## config.mk

```make
export PLATFORM = sky130hd
export DESIGN_NAME = traffic_light_fsm
export DESIGN_NICKNAME = d
export VERILOG_FILES = /design/src/rtl/traffic_light_fsm.sv
export SDC_FILE = /design/constraint.sdc
export NUM_CORES = 1
export LEC_CHECK = 0
export ABC_AREA = 1
export BUFFER_PORTS_ARGS = -buffer_cell sky130_fd_sc_hd__clkbuf_2
export CAP_MARGIN = 25
export CORE_MARGIN = 2
export CORE_UTILIZATION = 40
export DETAILED_ROUTE_END_ITERATION = 10
export PLACE_DENSITY = 0.65
export SYNTH_ARGS = -nofsm -noshare
export SYNTH_HDL_FRONTEND = slang
export SYNTH_SLANG_ARGS = --single-unit
```

## constraint.sdc

```tcl
create_clock -name clk -period 1.2 [get_ports clk]
set_clock_uncertainty 0.15 [all_clocks]
set_input_delay 0.18 -clock clk [delete_from_list [all_inputs] [get_ports clk]]
set_output_delay 0.18 -clock clk [all_outputs]
set_load 0.01 [all_outputs]
```

## src/rtl/traffic_light_fsm.sv

```systemverilog
// Main sequencing controller of the traffic light controller.
// Walks the main/side light cycle, starts the interval timer on every phase
// change, stretches green phases on the side-street sensor and inserts a
// pedestrian walk phase when a walk request has been latched.
module traffic_light_fsm #(
  parameter logic [1:0] SEL_BASE = 2'b00,
  parameter logic [1:0] SEL_EXT  = 2'b01,
  parameter logic [1:0] SEL_YEL  = 2'b10
) (
  input  logic       clk,
  input  logic       Reset,
  input  logic       sensor,
  input  logic       walk_request,
  input  logic       reprogram,
  input  logic       expired,
  output logic       start_timer,
  output logic [1:0] interval_sel,
  output logic [2:0] main_lights,
  output logic [2:0] side_lights,
  output logic       walk_lamp
);

  // Light vectors are {red, yellow, green}; exactly one bit is ever set.
  localparam logic [2:0] LIGHT_RED = 3'b100;
  localparam logic [2:0] LIGHT_YEL = 3'b010;
  localparam logic [2:0] LIGHT_GRN = 3'b001;

  typedef enum logic [2:0] {
    S_MG1,
    S_MGX,
    S_MY,
    S_WALK,
    S_SG,
    S_SGX,
    S_SY
  } state_t;

  state_t     r_state;
  logic       r_mgx_ext;        // MGX runs the extended interval
  logic       r_walk_latch;
  logic       r_start_pending;  // restart pulse owed after reset/reprogram
  logic       r_start_timer;
  logic [1:0] r_interval_sel;
  logic [2:0] r_main_lights;
  logic [2:0] r_side_lights;
  logic       r_walk_lamp;

  logic       w_take;
  logic       w_enter_walk;
  state_t     w_next_state;
  logic       w_next_ext;
  state_t     w_tgt_state;
  logic       w_tgt_ext;
  logic [1:0] w_tgt_sel;
  logic [2:0] w_tgt_main;
  logic [2:0] w_tgt_side;
  logic       w_tgt_walk;

  // Phase advance on a fresh expiry; an expiry coinciding with our own start
  // pulse belongs to the previous interval and is ignored.
  always_comb begin
    // NOTE: every signal gets a default before the case so no latch is inferred.
    w_take       = expired && !r_start_timer;
    w_next_state = r_state;
    w_next_ext   = r_mgx_ext;
    if (w_take) begin
      case (r_state)
        S_MG1: begin
          w_next_state = S_MGX;
          w_next_ext   = sensor;
        end
        S_MGX:   w_next_state = S_MY;
        S_MY:    w_next_state = r_walk_latch ? S_WALK : S_SG;
        S_WALK:  w_next_state = S_SG;
        S_SG:    w_next_state = sensor ? S_SGX : S_SY;
        S_SGX:   w_next_state = S_SY;
        S_SY:    w_next_state = S_MG1;
        default: w_next_state = S_MG1;
      endcase
    end
    w_enter_walk = w_take && (r_state == S_MY) && r_walk_latch;
  end

  // State the registers will hold after this edge, with restarts folded in.
  always_comb begin
    if (Reset || reprogram) begin
      w_tgt_state = S_MG1;
      w_tgt_ext   = 1'b0;
    end else begin
      w_tgt_state = w_next_state;
      w_tgt_ext   = w_next_ext;
    end
  end

  // Moore decode of the target state, so the output registers line up with r_state.
  always_comb begin
    w_tgt_sel  = SEL_BASE;
    w_tgt_main = LIGHT_RED;
    w_tgt_side = LIGHT_RED;
    w_tgt_walk = 1'b0;
    case (w_tgt_state)
      S_MG1: begin
        w_tgt_main = LIGHT_GRN;
      end
      S_MGX: begin
        w_tgt_main = LIGHT_GRN;
        w_tgt_sel  = w_tgt_ext ? SEL_EXT : SEL_BASE;
      end
      S_MY: begin
        w_tgt_main = LIGHT_YEL;
        w_tgt_sel  = SEL_YEL;
      end
      S_WALK: begin
        w_tgt_walk = 1'b1;
        w_tgt_sel  = SEL_EXT;
      end
      S_SG: begin
        w_tgt_side = LIGHT_GRN;
      end
      S_SGX: begin
        w_tgt_side = LIGHT_GRN;
        w_tgt_sel  = SEL_EXT;
      end
      S_SY: begin
        w_tgt_side = LIGHT_YEL;
        w_tgt_sel  = SEL_YEL;
      end
      default: begin
        w_tgt_main = LIGHT_RED;
      end
    endcase
  end

  // Sequencer state, walk latch, timer handshake and registered outputs.
  always_ff @(posedge clk) begin
    // NOTE: non-blocking assignments so every register samples pre-edge values.
    if (Reset) begin
      r_state         <= S_MG1;
      r_mgx_ext       <= 1'b0;
      r_walk_latch    <= 1'b0;
      r_start_pending <= 1'b1;
      r_start_timer   <= 1'b0;
    end else if (reprogram) begin
      // Restart the cycle but keep any pedestrian request already waiting.
      r_state         <= S_MG1;
      r_mgx_ext       <= 1'b0;
      r_walk_latch    <= r_walk_latch | walk_request;
      r_start_pending <= 1'b1;
      r_start_timer   <= 1'b0;
    end else begin
      r_state         <= w_next_state;
      r_mgx_ext       <= w_next_ext;
      // Entering WALK serves the request, including one arriving this cycle.
      r_walk_latch    <= w_enter_walk ? 1'b0 : (r_walk_latch | walk_request);
      r_start_pending <= 1'b0;
      r_start_timer   <= r_start_pending | w_take;
    end
    r_interval_sel <= w_tgt_sel;
    r_main_lights  <= w_tgt_main;
    r_side_lights  <= w_tgt_side;
    r_walk_lamp    <= w_tgt_walk;
  end

  assign start_timer  = r_start_timer;
  assign interval_sel = r_interval_sel;
  assign main_lights  = r_main_lights;
  assign side_lights  = r_side_lights;
  assign walk_lamp    = r_walk_lamp;

endmodule

```

==> reports/results.tsv, run 1 <==
stage	metric	value	unit
outcome	status	complete, but fails checks	
outcome	failing checks	negative setup slack	
sta	worst slew pin tran	0.259	ns
final_layout	FILL cells	133	
power_and_ir_drop	Lkg Pwr	0.000469	uW
power_and_ir_drop	worst vdd ir	0.591	mV
sta	# setup viols final	10	
die	initial cell density of the core	0.424	
yosys	sequential share of the synthesized area	0.507	
sta	fin worst setup slack	-0.105	ns
yosys	Net Count, Synth	77	
die	Site Rows	14	
sta	worst hold margin	0.0865	ns
final_layout	share of layout cells above drive strength 1	0.657	
global_routing	vias in the first global route	527	
die	area of the core	1490	um2
worst_hold_path	Hold WC Path Type	in -> reg	
place	RePlAce Congestion	0.882	
clock_network	Sink Count	16	
place	post-DP HPWL	854	um
critical_path	CP Data Arrival Time	1.34	ns
route	DRT Wirelength	1350	um
sta	Final Hold Vio Count	0	
die	number of I/O pins	16	
critical_path	Worst Setup Start Kind	register	
route	DRT Pass-1 Iters	4	
die	chip width	43.7	um
final_layout	Final nets	110	
sta	Max Freq	766	MHz
critical_path	critical path class	reg -> reg	
global_routing	gr ovfl total	0	
route	vias per cell	4.73	
sta	Worst slew margin	0.826	
global_routing	total track usage	0.164	
clock_network	Clk Latency, worst-skew pair	0.28	ns
power_and_ir_drop	power consumption	935	uW
power_and_ir_drop	Power Density	1000	nW/um2
critical_path	Worst setup EP type	register	
route	Remaining DRCs	0	
global_routing	global-route wire length before repair	2230	um
critical_path	Critical Path RT	1.24	ns
clock_network	Max Buffers Root-to-Sink	2	
route	Wirelength per Cell	11.4	um
final_layout	P&R area growth vs syn	47.7	%
yosys	mean area per synthesized cell	8.90	um2
route	Final ANT Viol Nets	0	
final_layout	FF/Latch Area	332	um2
global_routing	number of antenna violations at the first check in global routing	0	
yosys	Synthesis Warnings	0	
critical_path	CP Max Fanout	6	
yosys	synth unique cells	17	
clock_network	H-tree depth	1	
final_layout	multi-input logic area	328	um2
clock_network	root buffer cell	clkbuf_4	
global_routing	largest net degree at the start of global routing	9	
route	First DRT Iteration DRCs	10	
die	die height	43.7	um
sta	final worst path period need	1.31	ns
sta	RSZ-0062 raised after global routing	yes	
die	Die ar.	1910	um2
yosys	FF+latch count, synth	16	
final_layout	diode count	0	
yosys	cell area after synthesis	632	um2
clock_network	CTS clk-pin slew, worst paths	0.08	ns
job	max cap viols	0	
sta	Tcrit/Tclk final	1.09	
clock_network	CTS tree	done	
sta	Max Slew Vio Count	0	
clock_network	Num CTS Buffers	3	
place	Port Buffers	15	
yosys	Synth Instances	71	
route	via count	558	
-- stage by stage --
stage          utilization  TNS (ns)  instances  setup slack, ns  area, um2
3_3_place_gp         0.534    -0.334        110          -0.0881        795
4_1_cts              0.603    -0.523        117           -0.110        898
6_report             0.627    -0.619        118           -0.105        933
3_5_place_dp         0.534    -0.569        110           -0.125        795
5_1_grt              0.627     -1.48        118           -0.195        933
2_1_floorplan            -   -0.0462         71          -0.0286        639
-- cell families (layout without fill, tap and decap cells) --
group                  Yosys count  in the layout  synth area share
AND/OR/NAND/NOR                 38             38             0.374
AO/OA/AOI/OAI                    5              5            0.0475
buffers and inverters           12             43            0.0713
flip-flops                      16             16             0.507
-- cell usage in the layout, fill, tap and decap left out --
cell type and count:
nor2_1 5, a31oi_1 1, o21ai_1 2, nor2_4 5, dlygate4sd3_1 2, nor2_2 3
inv_1 5, nand2_2 2, a21oi_2 1, clkbuf_4 3, o21ai_2 1, nor3_1 3
inv_2 5, nand2_4 7, nand3_1 1, clkbuf_2 15, nand2_1 5, dfxtp_2 3
dfxtp_4 2, nand3_2 4, dfxtp_1 11, inv_4 2, buf_4 10, buf_6 1
nor3_2 3
-- Yosys cell counts --
cell | count | area, um2
dfxtp_1 | 16 | 320
inv_1 | 8 | 30.0
nor2_1 | 7 | 26.3
nand2_1 | 6 | 22.5
nor2_2 | 5 | 31.3
inv_2 | 4 | 15.0
nand2_2 | 4 | 25.0
nand2_4 | 4 | 45.0
nor3_1 | 4 | 20.0
nand3_1 | 3 | 15.0
nand3_2 | 2 | 20.0
nor3_2 | 2 | 20.0
o21ai_0 | 2 | 10.0
a21oi_2 | 1 | 8.76
a31oi_1 | 1 | 6.26
nor2_4 | 1 | 11.3
o21ai_1 | 1 | 5.00
-- critical path, stage by stage (launching register included) --
cell and delay, ns:
dfxtp_4 0.37, inv_4 0.08, nor2_4 0.04, nand2_4 0.07
nand3_2 0.07, nand2_2 0.08, nand2_4 0.07, nand2_4 0.10
nand2_4 0.07, nor2_4 0.08, nor2_2 0.03
-- report_power, final --
part	leakage, uW	internal, uW	switching [uW]
Sequential	0.000133	539	8.18
Clock	0.0000138	116	149
Combinational	0.000322	54.2	68.0
-- layer usage --
metal,GRT usage,up-vias,share of wire
li1,-,283,-
met1,0.191,249,0.43
met2,0.262,20,0.49
met3,0.0792,6,0.059
met4,0.0545,0,0.017
met5,0,-,0
-- path summary, 6_finish.rpt --
| kind | end | from | slack [ns] | depth (start not counted) |
|---|---|---|---|---|
| max | interval_sel[0] | r_state[1] | -0.11 | 10 |
| min | r_walk_latch | reprogram | 0.09 | 3 |
| max reg2reg | interval_sel[0] | r_state[1] | -0.11 | 10 |
| min reg2reg | start_timer | r_start_pending | 0.30 | 2 |
-- state kept, by name (all words and copies together), names as in the netlist --
signal / flops
r_state: 3
r_walk_latch: 1
side_lights: 3
r_mgx_ext: 1
start_timer: 1
interval_sel: 2
r_start_pending: 1
main_lights: 3
walk_lamp: 1
-- repair_timing --
action,4_1_cts,5_1_grt
hold buffers,2,0
setup endpoints to repair,11,13
setup buffers,2,1
hold endpoints to repair,1,0
resized for setup,14,8
pin swaps,8,10
-- area by class of cell --
class                      instances  area share
multi-input combinational         43       0.351
tap                               16      0.0214
inverter                          12      0.0536
sequential                        16       0.355
clock buffer                       3      0.0241
timing repair buffer              28       0.194
(Power assumes the default switching activity.)
==> inputs of run 2 (changes only) <==
--- a/config.mk
+++ b/config.mk
@@ -11,7 +11,7 @@
 export CORE_MARGIN = 2
 export CORE_UTILIZATION = 40
 export DETAILED_ROUTE_END_ITERATION = 10
-export PLACE_DENSITY = 0.65
+export PLACE_DENSITY = 0.61
 export SYNTH_ARGS = -nofsm -noshare
 export SYNTH_HDL_FRONTEND = slang
 export SYNTH_SLANG_ARGS = --single-unit
==> run 2 against run 1 <==
  * The flow still finishes with violations (negative setup slack)
  * Global-route usage shrank 0.77 points
  * Via count is 2.2% higher
  * Core utilization shrank 1.0 points
  * Die area unchanged
  * Maximum frequency shrank 1.0%
  * Setup slack worse by 0.014 ns
  * Routed wire length rose by 0.96%
  * Sequential power barely moved
  * First-iteration DRC count fell by 20%
  * Largest power group unchanged
  * Highest routed layer unchanged
==> reports/results.tsv, run 2 (synthesized netlist as in run 1, its figures left out) <==
stage	metric	value	unit	change
die	number of I/O pins	16		unchanged
critical_path	Worst Setup Start Kind	register		
die	area of the core	1490	um2	unchanged
final_layout	most common cell after layout, fill and taps aside	clkbuf_2		
sta	fin worst setup slack	-0.119	ns	-0.0135 ns
route	DRT Pass-1 Iters	4		unchanged
global_routing	total track usage	0.156		-0.00775
place	Port Buffers	15		unchanged
job	max cap viols	0		unchanged
sta	Final Hold Vio Count	0		unchanged
critical_path	critical path class	reg -> reg		
sta	final setup TNS	-0.804	ns	-0.185 ns
final_layout	final core utilization	0.617		-0.0101
final_layout	commonest non-fill, non-tap cells in the layout	15 x clkbuf_2, 11 x dfxtp_1, 8 x buf_4, 6 x inv_2		
global_routing	global-route wire length before repair	2110	um	-5.3%
die	Die ar.	1910	um2	unchanged
outcome	status	complete, but fails checks		
clock_network	H-tree depth	1		unchanged
route	Final ANT Viol Nets	0		unchanged
outcome	failing checks	negative setup slack		
global_routing	number of antenna violations at the first check in global routing	0		unchanged
final_layout	diode count	0		unchanged
power_and_ir_drop	Lkg Pwr	0.000450	uW	-4.0%
clock_network	CTS tree	done		
final_layout	P&R area growth vs syn	45.3	%	
clock_network	Num CTS Buffers	3		unchanged
clock_network	root buffer cell	clkbuf_4		
global_routing	vias in the first global route	509		-3.4%
critical_path	CP Max Fanout	3		-3
sta	RSZ-0062 raised after global routing	yes		
clock_network	CTS clk-pin slew, worst paths	0.09	ns	about the same
sta	# setup viols final	12		+2
die	die height	43.7	um	unchanged
route	Remaining DRCs	0		unchanged
place	RePlAce Congestion	0.888		+0.74%
global_routing	largest net degree at the start of global routing	9		unchanged
die	initial cell density of the core	0.424		unchanged
final_layout	share of layout cells above drive strength 1	0.653		-0.00340
power_and_ir_drop	worst vdd ir	0.753	mV	+27%
sta	Max Slew Vio Count	0		unchanged
route	via count	570		+2.2%
global_routing	gr ovfl total	0		unchanged
critical_path	Worst setup EP type	register		
sta	worst slew pin tran	0.250	ns	-0.00953 ns
sta	worst hold margin	0.0529	ns	-0.0336 ns
critical_path	CP Data Arrival Time	1.36	ns	+0.02 ns
sta	Worst slew margin	0.832		+0.00639
die	chip width	43.7	um	unchanged
sta	Max Freq	758	MHz	-1.0%
worst_hold_path	Hold WC Path Type	in -> reg		
clock_network	Clk Latency, worst-skew pair	0.29	ns	about the same
route	Wirelength per Cell	11.6	um	+1.8%
place	post-DP HPWL	878	um	+2.8%
die	Site Rows	14		unchanged
power_and_ir_drop	Pint	708	uW	-0.25%
final_layout	Final nets	109		-0.91%
route	DRT Wirelength	1360	um	+0.96%
sta	final worst path period need	1.32	ns	+0.0135 ns
critical_path	Critical Path RT	1.24	ns	about the same
clock_network	Sink Count	16		unchanged
sta	Tcrit/Tclk final	1.10		+0.0113
route	First DRT Iteration DRCs	8		-2
clock_network	Max Buffers Root-to-Sink	2		unchanged
power_and_ir_drop	Power Density	1020	nW/um2	+1.8%
power_and_ir_drop	Sw Ratio	0.244		+0.00305
power_and_ir_drop	Net Sw Power	229	uW	+1.4%
power_and_ir_drop	Gate power share	0.124		-0.007
route	vias per cell	4.87		+3.0%
power_and_ir_drop	Clock Power Share	0.292		+0.008
power_and_ir_drop	Seq pwr share	0.584		about the same
==> run 2: cell types whose count changed in the layout (fill, tap and decap cells not counted), sizes merged <==
cell	delta
buf	-1
==> run 2: worst paths after layout <==
kind / start / to / slack [ns] / cells past startpoint
hold / removal: reprogram / r_walk_latch / 0.05 / 3
setup / recovery: r_state[1] / side_lights[2] / -0.12 / 9
hold reg to reg: r_start_pending / start_timer / 0.30 / 2
setup reg to reg: r_state[1] / side_lights[2] / -0.12 / 9
==> run 2: cell type report <==
class	instances	area (um2)
fillers	125	571
clock buffers	3	22.5
well taps	16	20.0
inverters	12	47.5
flip-flops and latches	16	332
multi-input cells	43	319
repair buffers	27	178
==> run 2: through the flow <==
stage,setup WS [ns],instance area [um2],instances,power [uW]
global placement,-0.0909,795,110,655
floorplan,-0.0286,639,71,617
CTS,-0.0977,855,115,936
detailed placement,-0.0991,795,110,658
finish,-0.119,918,117,937
global route,-0.210,918,117,987
==> run 2: what timing repair did <==
action / 4_1_cts / 5_1_grt
hold endpoints to repair: 1 / 0
setup endpoints to repair: 10 / 14
gates resized for setup: 5 / 14
setup buffers: 0 / 2
pin swaps: 3 / 8
hold buffers: 2 / 0
==> run 2: worst max-delay path, stage by stage (launching register included) <==
cell	delay (ns)
dfxtp_4	0.39
inv_4	0.05
nor2_4	0.09
nand2_2	0.08
nand3_2	0.08
nand2_2	0.06
nand2_4	0.10
nand3_4	0.07
nor2_2	0.12
nor2_1	0.04
==> run 2: power by group through the flow <==
stage / Clock, uW / Combinational [uW] / Sequential (uW)
6_report: 274 / 116 / 547
5_1_grt: 311 / 127 / 549
4_1_cts: 282 / 105 / 549
3_5_place_dp: 0 / 96.4 / 562
3_3_place_gp: 0 / 94.2 / 561
2_1_floorplan: 0 / 54.6 / 563
==> run 2: routing by layer <==
metal  track usage  vias up  part of all wire
met5             0        -                 0
met3        0.0792        5             0.064
met4        0.0727        0             0.024
li1              -      282                 -
met2         0.256       24              0.53
met1         0.165      259              0.39
==> inputs of run 3 (changes only) <==
--- a/config.mk
+++ b/config.mk
@@ -9,9 +9,10 @@
 export BUFFER_PORTS_ARGS = -buffer_cell sky130_fd_sc_hd__clkbuf_2
 export CAP_MARGIN = 25
 export CORE_MARGIN = 2
-export CORE_UTILIZATION = 40
+export CORE_UTILIZATION = 30
 export DETAILED_ROUTE_END_ITERATION = 10
-export PLACE_DENSITY = 0.61
+export PLACE_DENSITY = 0.48
 export SYNTH_ARGS = -nofsm -noshare
 export SYNTH_HDL_FRONTEND = slang
 export SYNTH_SLANG_ARGS = --single-unit
+export TNS_END_PERCENT = 20
==> run 3 against run 2 <==
  * Count of clock-buffer cells in the layout increased by 1
  * Via count grew 2.6%
  * Flip-flop and latch count unchanged
  * Non-clock buffer count is 8 higher
  * Core utilization decreased by 9.2 points
  * Hold slack better by 0.019 ns
  * Clock power up 33%
  * Power rose by 15%
  * The flow still finishes with violations (negative setup slack)
  * Sequential power is essentially flat
  * Cell count rose by 17%
==> reports/results.tsv, run 3 (synthesized netlist as in run 1, its figures left out) <==
stage	metric	value	unit	change
global_routing	gr ovfl total	0		unchanged
critical_path	worst setup path end	side_lights[2]		
sta	fin worst setup slack	-0.150	ns	-0.0310 ns
outcome	failing checks	negative setup slack		
critical_path	Worst setup EP type	register		
final_layout	Final nets	117		+7.3%
clock_network	Max Buffers Root-to-Sink	2		unchanged
global_routing	met2 track demand over resource	0.204		-0.0514
critical_path	reg2reg setup slack	-0.15	ns	-0.03 ns
place	DP Area	823	um2	+3.6%
die	die height	49.9	um	+14%
final_layout	diode count	0		unchanged
critical_path	CP Data Arrival Time	1.40	ns	+0.04 ns
critical_path	reg2reg start	r_state[1]		
power_and_ir_drop	Lkg Pwr	0.000510	uW	+13%
global_routing	global-route wire length before repair	2300	um	+8.8%
sta	Final Hold Vio Count	0		unchanged
sta	Max Freq	741	MHz	-2.3%
final_layout	FILL cells	200		+60%
critical_path	critical path class	reg -> reg		
critical_path	Critical Path, Cell by Cell	inv_4 -> nor2_4 -> buf_4 -> nand3_4 -> nand2_4 -> nand3_2 -> nor2_2 -> nor2_1		
critical_path	Worst Reg-to-Reg Cells	8		-1
global_routing	total track usage	0.124		-0.0313
sta	Worst slew margin	0.853		+0.0208
die	area of the core	1980	um2	+33%
critical_path	Critical Path Source	r_state[1]		
die	number of I/O pins	16		unchanged
power_and_ir_drop	power consumption	1070	uW	+15%
route	Wirelength per Cell	11.3	um	-3.3%
sta	worst slew pin tran	0.219	ns	-0.0314 ns
clock_network	Sink Count	16		unchanged
route	vias per cell	4.27		-12%
sta	Tcrit/Tclk final	1.12		+0.0258
critical_path	Worst Setup Start Kind	register		
job	max cap viols	0		unchanged
route	DRT Pass-1 Iters	4		unchanged
clock_network	root buffer cell	clkbuf_4		
sta	final setup TNS	-0.824	ns	-0.0206 ns
route	DRT Wirelength	1540	um	+13%
global_routing	met1 Resource Use GR	0.143		-0.0215
global_routing	number of antenna violations at the first check in global routing	0		unchanged
die	Die ar.	2490	um2	+30%
worst_hold_path	Hold WC Path Type	in -> reg		
outcome	status	complete, but fails checks		
die	initial cell density of the core	0.319		-0.106
place	post-DP HPWL	911	um	+3.7%
place	RePlAce Congestion	0.694		-22%
route	via count	585		+2.6%
sta	RSZ-0062 raised after global routing	yes		
critical_path	CP Max Fanout	3		unchanged
die	chip width	49.9	um	+14%
global_routing	vias in the first global route	551		+8.3%
die	Site Rows	16		+2
sta	final worst path period need	1.35	ns	+0.0310 ns
sta	Max Slew Vio Count	0		unchanged
clock_network	H-tree depth	1		unchanged
power_and_ir_drop	Power Density	1030	nW/um2	+1.2%
route	Final ANT Viol Nets	0		unchanged
global_routing	largest net degree at the start of global routing	10		+1
global_routing	Top Usage Layer GRT	met2		
global_routing	GRT met3 Usage	0.0364		-0.0428
critical_path	end of the worst register-to-register path	side_lights[2]		
route	First DRT Iteration DRCs	6		-2
critical_path	Levels on crit path	8		-1
critical_path	worst path bufs/invs	2		+1
clock_network	CTS clk-pin slew, worst paths	0.10	ns	about the same
critical_path	Critical-path top delay cell	dfxtp_4		
clock_network	CTS tree	done		
route	Remaining DRCs	0		unchanged
clock_network	Num CTS Buffers	3		unchanged
final_layout	share of layout cells above drive strength 1	0.673		+0.0193
critical_path	Critical Path RT	1.25	ns	about the same
power_and_ir_drop	worst vdd ir	0.587	mV	-22%
final_layout	P&R area growth vs syn	64.8	%	
clock_network	Clk Latency, worst-skew pair	0.29	ns	about the same
place	Port Buffers	15		unchanged
sta	# setup viols final	10		-2
final_layout	commonest non-fill, non-tap cells in the layout	15 x clkbuf_2, 15 x buf_4, 11 x dfxtp_1, 7 x nand2_4		
final_layout	final instance area	1040	um2	+13%
critical_path	Top delay family on crit path	simple AND/OR/NAND/NOR gates		
critical_path	slowest stage delay, CP	0.39	ns	about the same
==> run 3: worst min path at each step <==
| stage | slack [ns] | end | depth (start not counted) | from |
|---|---|---|---|---|
| after floorplan | 0.11 | r_walk_latch | 1 | Reset |
| after global placement | 0.26 | r_walk_latch | 2 | Reset |
| after detailed placement | 0.26 | r_walk_latch | 2 | Reset |
| after CTS | 0.07 | r_mgx_ext | 4 | Reset |
| after global routing | 0.08 | r_mgx_ext | 4 | Reset |
| final | 0.07 | r_mgx_ext | 4 | Reset |
==> run 3: what timing repair did <==
item | 4_1_cts | 5_1_grt
resized for setup | 10 | 14
pin swaps | 2 | 11
setup endpoints to repair | 11 | 13
endpoints found under the hold margin | 1 | 0
hold buffers | 2 | 0
setup buffers | 0 | 8
==> run 3: metrics by stage <==
stage                     worst slack, ns  instances   util  hold slack, ns
after floorplan                   -0.0286         71      -           0.109
after global placement             -0.112        123  0.415           0.261
after detailed placement           -0.111        123  0.415           0.259
after CTS                          -0.117        129  0.460          0.0665
after global routing               -0.228        137  0.525          0.0787
final                              -0.150        137  0.525          0.0719
==> run 3: layout make-up <==
cell class,count,area (um2),share of cell area
clock buffers,4,36.3,0.0349
inverters,12,50.0,0.0481
multi-input cells,43,350,0.337
flip-flops and latches,16,329,0.316
well taps,27,33.8,0.0325
repair buffers,35,241,0.232
==> run 3: metal layers <==
layer / wire [um] / vias up
met5: 0 / -
met4: 25 / 0
met3: 49 / 4
met2: 797 / 10
met1: 670 / 271
li1: - / 300
==> run 3: tightest hold or removal path, stage by stage <==
cell      delay [ns]
clkbuf_2        0.12
nor2_4          0.04
inv_2           0.09
nor3_4          0.05
==> run 3: power by group <==
group / total, uW / internal (uW) / switching (uW) / leakage (uW)
Clock: 364 / 185 / 179 / 0.0000210
Sequential: 550 / 542 / 8.42 / 0.000132
Combinational: 160 / 80.2 / 79.6 / 0.000357
